<file path="config.mk">
export PLATFORM = sky130hd
export DESIGN_NAME = defuse_sweep_ctrl_flat
export DESIGN_NICKNAME = d
export VERILOG_FILES = /design/src/rtl/defuse_sweep_ctrl_pkg.sv /design/src/rtl/defuse_sweep_ctrl_if.sv /design/src/rtl/defuse_sweep_ctrl_sweep_coord_counter.sv /design/src/rtl/defuse_sweep_ctrl.sv /design/src/flat_wrapper.sv
export SDC_FILE = /design/constraint.sdc
export NUM_CORES = 1
export LEC_CHECK = 0
export BUFFER_PORTS_ARGS = -buffer_cell sky130_fd_sc_hd__buf_2
export CAP_MARGIN = 10
export CELL_PAD_IN_SITES_DETAIL_PLACEMENT = 0
export CELL_PAD_IN_SITES_GLOBAL_PLACEMENT = 1
export CORE_MARGIN = 4
export CORE_UTILIZATION = 37
export DETAILED_ROUTE_END_ITERATION = 10
export GPL_TIMING_DRIVEN = 1
export PLACE_DENSITY_LB_ADDON = 0.2
export SLEW_MARGIN = 15
export SYNTH_ARGS = -nofsm -noshare
export SYNTH_HDL_FRONTEND = slang
export SYNTH_SLANG_ARGS = --single-unit
</file>
<file path="constraint.sdc">
create_clock -name clk -period 2.4 [get_ports clk]
set_input_delay 0.24 -clock clk [delete_from_list [all_inputs] [get_ports clk]]
set_output_delay 0.24 -clock clk [all_outputs]
set_load 0.01 [all_outputs]
</file>
<file path="src/rtl/defuse_sweep_ctrl_pkg.sv">
// Shared board definitions for the neighbour-defuse sweep sequencer:
// level encodings, board sizes, level-to-size mapping and FSM states.
package defuse_sweep_ctrl_pkg;

  localparam int unsigned LEVEL_W = 2;
  localparam int unsigned COORD_W = 5;
  localparam int unsigned PASS_W  = 6;

  localparam logic [LEVEL_W-1:0] LVL_EASY   = 2'd1;
  localparam logic [LEVEL_W-1:0] LVL_MEDIUM = 2'd2;
  localparam logic [LEVEL_W-1:0] LVL_HARD   = 2'd3;

  localparam logic [COORD_W-1:0] SIZE_EASY   = 5'd8;
  localparam logic [COORD_W-1:0] SIZE_MEDIUM = 5'd10;
  localparam logic [COORD_W-1:0] SIZE_HARD   = 5'd16;

  typedef enum logic [2:0] {
    IDLE,
    SWEEP,
    DRAIN,
    CHECK,
    DONE
  } sweep_state_e;

  // Level 0 never reaches this (start is rejected), so it falls back to 8.
  function automatic logic [COORD_W-1:0] level_to_size(input logic [LEVEL_W-1:0] level);
    case (level)
      LVL_MEDIUM: return SIZE_MEDIUM;
      LVL_HARD:   return SIZE_HARD;
      default:    return SIZE_EASY;
    endcase
  endfunction

endpackage

</file>
<file path="src/rtl/defuse_sweep_ctrl_if.sv">
// Handshake/bus bundle between click logic, the sweep sequencer and the
// defuse-propagation datapath.
interface defuse_sweep_ctrl_if;
  import defuse_sweep_ctrl_pkg::*;

  logic [LEVEL_W-1:0] level;
  logic               start;
  logic               cell_changed;
  logic [COORD_W-1:0] arr_x_refresh;
  logic [COORD_W-1:0] arr_y_refresh;
  logic               sweep_valid;
  logic               busy;
  logic               done;
  logic               timeout;
  logic [PASS_W-1:0]  pass_cnt;

  modport master (
    output level, start, cell_changed,
    input  arr_x_refresh, arr_y_refresh, sweep_valid, busy, done, timeout, pass_cnt
  );

  modport slave (
    input  level, start, cell_changed,
    output arr_x_refresh, arr_y_refresh, sweep_valid, busy, done, timeout, pass_cnt
  );

endinterface

</file>
<file path="src/rtl/defuse_sweep_ctrl_sweep_coord_counter.sv">
// Raster x/y counter over an N x N board: x runs fastest, both wrap to 0
// after (N-1, N-1). Clear has priority over enable.
module defuse_sweep_ctrl_sweep_coord_counter
  import defuse_sweep_ctrl_pkg::*;
(
  input  logic               clk,
  input  logic               rst,
  input  logic [COORD_W-1:0] size_i,
  input  logic               clr_i,
  input  logic               en_i,
  output logic [COORD_W-1:0] x_o,
  output logic [COORD_W-1:0] y_o,
  output logic               last_c_o
);

  logic [COORD_W-1:0] x_q, x_d;
  logic [COORD_W-1:0] y_q, y_d;
  logic               x_wrap_c;
  logic               y_wrap_c;

  always_comb begin
    x_wrap_c = (x_q == size_i - COORD_W'(1));
    y_wrap_c = (y_q == size_i - COORD_W'(1));
    x_d      = x_q;
    y_d      = y_q;
    if (clr_i) begin
      x_d = '0;
      y_d = '0;
    end else if (en_i) begin
      if (x_wrap_c) begin
        x_d = '0;
        y_d = y_wrap_c ? '0 : y_q + COORD_W'(1);
      end else begin
        x_d = x_q + COORD_W'(1);
      end
    end
  end

  always_ff @(posedge clk) begin
    if (rst) begin
      x_q <= '0;
      y_q <= '0;
    end else begin
      x_q <= x_d;
      y_q <= y_d;
    end
  end

  assign x_o      = x_q;
  assign y_o      = y_q;
  assign last_c_o = x_wrap_c && y_wrap_c;

endmodule

</file>
<file path="src/rtl/defuse_sweep_ctrl.sv">
// Flood-reveal sequencer: repeats full-board coordinate sweeps until a pass
// produces no new defused cell (or the pass limit is hit), then pulses done.
module defuse_sweep_ctrl
  import defuse_sweep_ctrl_pkg::*;
#(
  parameter int unsigned DATAPATH_LAT = 1,
  parameter int unsigned MAX_PASSES   = 32
) (
  input  logic                clk,
  input  logic                rst,
  defuse_sweep_ctrl_if.slave  bus_if
);

  localparam int unsigned      DRAIN_W    = 3;
  localparam logic [DRAIN_W-1:0] LAST_DRAIN = DRAIN_W'(DATAPATH_LAT - 1);
  localparam logic [PASS_W-1:0]  LAST_PASS  = PASS_W'(MAX_PASSES - 1);

  sweep_state_e        state_q;
  logic [COORD_W-1:0]  size_q;
  logic [PASS_W-1:0]   pass_cnt_q;
  logic [DRAIN_W-1:0]  drain_cnt_q;
  logic                dirty_q;
  logic                timeout_q;
  logic                done_q;
  logic                busy_q;
  logic                sweep_valid_q;

  logic [COORD_W-1:0]  x_c;
  logic [COORD_W-1:0]  y_c;
  logic                last_cell_c;
  logic                cnt_en_c;

  // Coordinates advance only while sweeping and sit at (0,0) otherwise.
  assign cnt_en_c = (state_q == SWEEP);

  defuse_sweep_ctrl_sweep_coord_counter u_coord (
    .clk      (clk),
    .rst      (rst),
    .size_i   (size_q),
    .clr_i    (!cnt_en_c),
    .en_i     (cnt_en_c),
    .x_o      (x_c),
    .y_o      (y_c),
    .last_c_o (last_cell_c)
  );

  always_ff @(posedge clk) begin
    if (rst) begin
      state_q       <= IDLE;
      size_q        <= SIZE_EASY;
      pass_cnt_q    <= '0;
      drain_cnt_q   <= '0;
      dirty_q       <= 1'b0;
      timeout_q     <= 1'b0;
      done_q        <= 1'b0;
      busy_q        <= 1'b0;
      sweep_valid_q <= 1'b0;
    end else begin
      done_q <= 1'b0;
      unique case (state_q)
        IDLE: begin
          if (bus_if.start && (bus_if.level != '0)) begin
            state_q       <= SWEEP;
            size_q        <= level_to_size(bus_if.level);
            pass_cnt_q    <= '0;
            dirty_q       <= 1'b0;
            timeout_q     <= 1'b0;
            busy_q        <= 1'b1;
            sweep_valid_q <= 1'b1;
          end
        end
        SWEEP: begin
          dirty_q <= dirty_q | bus_if.cell_changed;
          if (last_cell_c) begin
            state_q       <= DRAIN;
            drain_cnt_q   <= '0;
            sweep_valid_q <= 1'b0;
          end
        end
        // Wait out the datapath pipeline so the last cells' results count.
        DRAIN: begin
          dirty_q <= dirty_q | bus_if.cell_changed;
          if (drain_cnt_q == LAST_DRAIN) begin
            state_q <= CHECK;
          end else begin
            drain_cnt_q <= drain_cnt_q + DRAIN_W'(1);
          end
        end
        CHECK: begin
          if (dirty_q && (pass_cnt_q < LAST_PASS)) begin
            state_q       <= SWEEP;
            dirty_q       <= 1'b0;
            pass_cnt_q    <= pass_cnt_q + PASS_W'(1);
            sweep_valid_q <= 1'b1;
          end else begin
            state_q   <= DONE;
            timeout_q <= dirty_q;
            done_q    <= 1'b1;
          end
        end
        DONE: begin
          state_q <= IDLE;
          busy_q  <= 1'b0;
        end
        default: begin
          state_q <= IDLE;
        end
      endcase
    end
  end

  assign bus_if.arr_x_refresh = x_c;
  assign bus_if.arr_y_refresh = y_c;
  assign bus_if.sweep_valid   = sweep_valid_q;
  assign bus_if.busy          = busy_q;
  assign bus_if.done          = done_q;
  assign bus_if.timeout       = timeout_q;
  assign bus_if.pass_cnt      = pass_cnt_q;

endmodule

</file>
<file path="src/flat_wrapper.sv">
// flat-port wrapper written by rule: the top's interface ports become plain ports
module defuse_sweep_ctrl_flat import defuse_sweep_ctrl_pkg::*;
#(
  parameter int unsigned DATAPATH_LAT = 1,
  parameter int unsigned MAX_PASSES   = 32
)
  (clk, rst, bus_if_level, bus_if_start, bus_if_cell_changed, bus_if_arr_x_refresh, bus_if_arr_y_refresh, bus_if_sweep_valid, bus_if_busy, bus_if_done, bus_if_timeout, bus_if_pass_cnt);
  defuse_sweep_ctrl_if bus_if_i ();
  input  logic clk;
  input  logic rst;
  input wire logic [$bits(bus_if_i.level)-1:0] bus_if_level;
  input wire logic [$bits(bus_if_i.start)-1:0] bus_if_start;
  input wire logic [$bits(bus_if_i.cell_changed)-1:0] bus_if_cell_changed;
  output wire logic [$bits(bus_if_i.arr_x_refresh)-1:0] bus_if_arr_x_refresh;
  output wire logic [$bits(bus_if_i.arr_y_refresh)-1:0] bus_if_arr_y_refresh;
  output wire logic [$bits(bus_if_i.sweep_valid)-1:0] bus_if_sweep_valid;
  output wire logic [$bits(bus_if_i.busy)-1:0] bus_if_busy;
  output wire logic [$bits(bus_if_i.done)-1:0] bus_if_done;
  output wire logic [$bits(bus_if_i.timeout)-1:0] bus_if_timeout;
  output wire logic [$bits(bus_if_i.pass_cnt)-1:0] bus_if_pass_cnt;
  assign bus_if_i.level = bus_if_level;
  assign bus_if_i.start = bus_if_start;
  assign bus_if_i.cell_changed = bus_if_cell_changed;
  assign bus_if_arr_x_refresh = bus_if_i.arr_x_refresh;
  assign bus_if_arr_y_refresh = bus_if_i.arr_y_refresh;
  assign bus_if_sweep_valid = bus_if_i.sweep_valid;
  assign bus_if_busy = bus_if_i.busy;
  assign bus_if_done = bus_if_i.done;
  assign bus_if_timeout = bus_if_i.timeout;
  assign bus_if_pass_cnt = bus_if_i.pass_cnt;
  defuse_sweep_ctrl #(.DATAPATH_LAT(DATAPATH_LAT), .MAX_PASSES(MAX_PASSES)) u_core (.clk(clk), .rst(rst), .bus_if(bus_if_i));
endmodule
</file>
Word level (Yosys, flattened, before mapping)
Cells that the tools add are included.
{"block": "op_classes", "addsub": 5, "eq_ne": 14, "order_cmp": 1, "bitwise_logic": 3, "n_reduce_logical": 23, "muxes": 24}
{"cell": "two-way mux 3 bit", "n": 6}
{"cell": "AND reduction 3 bit", "n": 5}
{"cell": "two-way mux 6 bit", "n": 2}
{"cell": "case mux 3 bit (4 select lines)", "n": 1}
{"cell": "case mux 6 bit (2 select lines)", "n": 1}
{"cell": "adder 5 x 1 -> 5 bit (second input constant)", "n": 2}
{"cell": "== test 5 bit", "n": 2}
{"cell": "case mux 5 bit (2 select lines)", "n": 1}
{"cell": "!= test 2 x 1 -> 1 bit (second input constant)", "n": 4}
{"cell": "nonzero test 2 bit", "n": 4}
{"cell": "two-way mux 1 bit", "n": 7}
{"cell": "adder 6 x 1 -> 6 bit (second input constant)", "n": 1}
{"cell": "== test 3 x 2 -> 1 bit (second input constant)", "n": 2}
{"cell": "zero test 3 bit", "n": 2}
{"cell": "< comparator 6 x 5 -> 1 bit (second input constant)", "n": 1}
{"cell": "case mux 1 bit (3 select lines)", "n": 2}
{"cell": "case mux 3 bit (2 select lines)", "n": 1}
{"cell": "nonzero test 3 bit", "n": 2}
{"cell": "OR reduction 2 bit", "n": 3}
{"cell": "two-way mux 5 bit", "n": 1}
{"cell": "subtractor 5 x 1 -> 5 bit (second input constant)", "n": 1}
{"cell": "== test 2 bit (second input constant)", "n": 2}
{"cell": "!= test 2 bit (second input constant)", "n": 2}
{"cell": "case mux 1 bit (2 select lines)", "n": 2}
{"cell": "other kinds (9)", "n": 13}
{"block": "totals", "word_cells": 81, "out_inout_bits": 20, "in_bits": 6, "register_bits": 32}

Depth between registers and ports, before layout
{"block": "depth", "word_depth": 5, "ltp_mapped": 7, "ltp_nobuf": 6}

By module
A second synthesis with hierarchy kept.
{"block": "hier_totals", "cells_unflattened": 202, "hier_area_um2": 1784.2}
{"module": "defuse_sweep_ctrl", "cells_each": 110, "seq_area_each_um2": 400.4, "n_inst": 1, "area_each_um2": 988.4}
{"module": "defuse_sweep_ctrl_sweep_coord_counter", "cells_each": 92, "seq_area_each_um2": 200.2, "n_inst": 1, "area_each_um2": 795.8}

Least setup slack after synthesis
No wires, ideal clock.
{"block": "synth_timing", "path_kind": "reg-to-reg", "from": "register u_core.size_q[1]", "to": "register u_core.u_coord.y_q[4], in the netlist u_core.u_coord.y_o[4]", "slack_ns": 0.154, "setup_ns": 0.086, "required_ns": 2.314, "arrival_time_ns": 2.161, "stages_incl_launch_ff": 8, "cell_sequence": "dfxtp_1 -> inv_1 -> ha_1 -> xor3_1 -> a2111o_1 -> buf_6 -> or4_1 -> a211oi_1"}
{"block": "synth_between", "elab_chain_len": 3, "elab_cells_between_ends": 4}
{"item": "start: declaration", "line_no": "defuse_sweep_ctrl.sv:19", "source": "logic [COORD_W-1:0] size_q;"}
{"item": "start signal: assignment", "line_no": "defuse_sweep_ctrl.sv:64", "source": "size_q <= level_to_size(bus_if.level);"}
{"item": "subtractor 5 x 1 -> 5 bit *", "line_no": "defuse_sweep_ctrl_sweep_coord_counter.sv:22, defuse_sweep_ctrl_sweep_coord_counter.sv:23"}
{"item": "== test 5 bit", "line_no": "defuse_sweep_ctrl_sweep_coord_counter.sv:23", "source": "y_wrap_c = (y_q == size_i - COORD_W'(1));"}
{"item": "two-way mux 5 bit", "line_no": "defuse_sweep_ctrl_sweep_coord_counter.sv:32", "source": "y_d = y_wrap_c ? '0 : y_q + COORD_W'(1);"}
{"item": "end signal: assignment", "line_no": "defuse_sweep_ctrl_sweep_coord_counter.sv:45", "source": "y_q <= y_d;"}
{"item": "end: declaration", "line_no": "defuse_sweep_ctrl_sweep_coord_counter.sv:17", "source": "logic [COORD_W-1:0] y_q, y_d;"}
Mark *: on every way between the ends. The rest lies on a longest branch, timed or not.
A chain may end at the register's enable or synchronous reset.

Worst setup path after layout
Same ends and word-level chain as after synthesis.

==> results.md <==
- Worst-skew pair later-pin latency: 0.28 ns
- R2R depth: 6
- # port buffers: 25
- Synth Area in Compound Gates: 0.188
- Root Buffer: clkbuf_8
- Status: complete, no violations
- Clock power share: 0.445
- Die ar.: 5190 um^2
- Crit path arrival time: around 2.4 ns
- Drt wl/cell: 14.2 um
- Core Area: ~4000 um^2
- Die width: between 70 and 80 um
- Max VDD drop: around 0.32 mV
- Post-synthesis adder-cell area fraction: 0.0495
- Via density: 5.46
- EDFF count, synth: 0
- Yosys Warn Count: 0
- Clk_skew: 0.00377 ns
- Hold buffer count at cts: 0
- Share of layout cells above drive strength 1: 0.225
- Flop2flop setup slack: between 0.15 and 0.2 ns
- Crit start category: register
- Syn Nets: around 180
- Yosys reg bits: 30
- Share of total power in combinational logic: 0.077
- CP Max Fanout: 7
- Delay-heaviest family, CP: compound AO/OA/AOI/OAI gates
- Period minus WS final: roughly 2.2 ns
- Netlist Area Pre-Place: 1520 um^2
- FILL cells: ~380
- Part of the power in registers: 0.478
- Total vias in the final route: 1387
- Total grt overflow: 0
- Crit-path cells: inv_1 -> ha_1 -> xor3_1 -> a2111o_1 -> or4_1 -> a211oi_1
- Hold Fails Final Rpt: 0
- Synth area leaders: dfxtp_1 40%, ha_1 4.9%, nand3_1 4.3%, a21oi_1 3.3%, inv_1 2.7%
- Power Density: 590 nW/um^2
- Net Sw Frac: 0.227
- Number of placed I/O pins: 26
- Reg-to-reg critical path endpoint: u_core.u_coord.y_o[4]
- Max Cap Viol: 0
- Resized cells post-CTS: 0
- Hold path cells: 2
- P_sw: ~240 uW
- TritonCTS clock tree: yes
- Hold worst-path end: u_core.size_q[1]
- Number of CTS-inserted buffers: 5
- WP buf/inv: 1
- Post-synth top cells: 30 x dfxtp_1, 13 x nand3_1, 11 x inv_1, 11 x nor2_1
- Async set-reset flop share out of synthesis: 0
- Detailed Route WL: between 3000 and 4000 um
- Router iterations before antenna repair: 4
- Leakage: about 0.00076 uW
- Slowest-stage cell, CP: a2111o_1
- Gate Count Post-Synth: about 170
- Setup total negative slack: 0 ns
- Htree depth: 2
- Post-synthesis simple-gate area fraction: 0.254
- Reg clk slew, reported paths: around 0.060 ns
- Initial antenna violation count: 0
- Slew Viols, Final: 0
- Worst path max stage delay: 0.49 ns
- Most common cell in the netlist: dfxtp_1
- Clk buf depth: 2
- Syn avg cell area: between 8 and 9 um^2
- Dpl cell area: 1720 um^2
- Main synth FF type: dfxtp_1
- Post-CTS setup buffer count: 0
- WP depth: 6
- Global placer's final weighted congestion: 0.758
- First-pass GRT wire length: 5910 um
- Clock sink count: 30
- Worst slew margin: 0.652
- Pin count of the biggest net entering global routing: 18
- Routed Antenna Nets: 0
- Hold Crit Class: primary input to register
- DIE HEIGHT: 72.0 um
- Synth top area share: 0.396
- Post-synthesis mux area share: 0.00660
- RSZ-0062 raised after global routing: false
- Synth area leader: dfxtp_1
- Final setup viols: 0
- Synth-to-Final Area Change: 20.4%
- Register Area: 601 um^2
- All-layer global routing usage: 0.147
- Post-Synth XOR/XNOR Area: 0.0618
- Worst-Margin Slew: about 0.52 ns
- DRC viols: 0
- Starting Density: 0.382
- Area of the multi-input gates: about 850 um^2
- Final nets: 215
- Max frequency: about 450 MHz
- Kind of critical path: register to register
- Antenna cells: 0
- Kind of end point of the critical path: register
- Period Utilization, post-route: 0.932
- Cell Rows: 23
- Design area: around 1800 um^2
- Int Pwr: between 800 and 900 uW
- Sequential element share of the synthesized area: 0.396
- Worst Hold Launch: bus_if_level[0]
- Synth unique cells: 47
- Worst Path Required: 2.60 ns
- Crit Reg-Reg Startpoint: u_core.size_q[1]
- Largest family of logic cells by synthesized area: simple AND/OR/NAND/NOR gates
- Final HPWL DP: around 2600 um
- Vias in the first global route: 1277
- Iteration-0 DRC Markers: 80
-- worst max path at each step --
stage / start / slack, ns / endpoint
3_5_place_dp: u_core.size_q[1] / 0.17 / u_core.u_coord.y_o[4]
2_1_floorplan: u_core.size_q[1] / 0.15 / u_core.u_coord.y_o[4]
3_3_place_gp: u_core.size_q[1] / 0.22 / u_core.u_coord.y_o[4]
5_1_grt: u_core.size_q[1] / 0.09 / u_core.u_coord.y_o[4]
6_report: u_core.size_q[1] / 0.16 / u_core.u_coord.y_o[4]
4_1_cts: u_core.size_q[1] / 0.16 / u_core.u_coord.y_o[4]
-- metal layers --
metal / GRT usage / part of all wire / vias up
met4: 0.0626 / 0.017 / 0
met1: 0.182 / 0.46 / 657
met2: 0.238 / 0.48 / 27
li1: - / - / 697
met5: 0 / 0 / -
met3: 0.0416 / 0.042 / 6
-- area by class of cell --
type,instances,share of cell area
timing repair buffer,30,0.0890
sequential,30,0.329
clock buffer,8,0.0603
tap,50,0.0342
inverter,11,0.0226
multi-input combinational,125,0.465
-- logic make-up after synthesis --
family	count (synthesis)
buf+inv	16
flops	30
xor+xnor	9
fa+ha+maj	6
compound gates	42
mux	1
simple gates	67
-- sequential cells by signal, indices dropped and copies added (netlist names) --
register and cells:
u_core.bus_if.timeout 1, u_core.bus_if.busy 1, u_core.dirty_q 1, u_core.state_q 3
u_core.u_coord.y_o 5, u_core.drain_cnt_q 3, u_core.u_coord.x_o 5, u_core.bus_if.done 1
u_core.bus_if.pass_cnt 6, u_core.bus_if.sweep_valid 1, u_core.size_q 3
-- cells in the final DEF (no fill, tap or decap), drive strengths merged, types with 3 or more instances in the layout --
cell	instances
a211oi	4
nor2	11
dfxtp	30
ha	6
or4	3
o31ai	4
a21oi	10
clkbuf	8
and3b	3
xnor2	4
nor4	3
xor2	4
nand2	10
o21ai	8
inv	11
nand3	13
or3b	3
buf	30
-- metrics by stage --
step                      hold slack (ns)  instances  setup WS [ns]  utilization  power, uW
after floorplan                     0.337        171          0.154            -        579
final                               0.174        254          0.163        0.460       1080
after CTS                           0.170        254          0.157        0.460       1090
after global routing                0.182        254         0.0920        0.460       1120
after detailed placement            0.446        246          0.175        0.432        609
after global placement              0.437        246          0.221        0.432        607
-- power by group through the flow --
stage	Combinational, uW	Sequential, uW	Clock [uW]
2_1_floorplan	52.0	527	0
3_3_place_gp	82.0	525	0
3_5_place_dp	83.2	526	0
4_1_cts	83.6	515	492
5_1_grt	92.6	516	513
6_report	82.8	515	480
(Power assumes the default switching activity.)
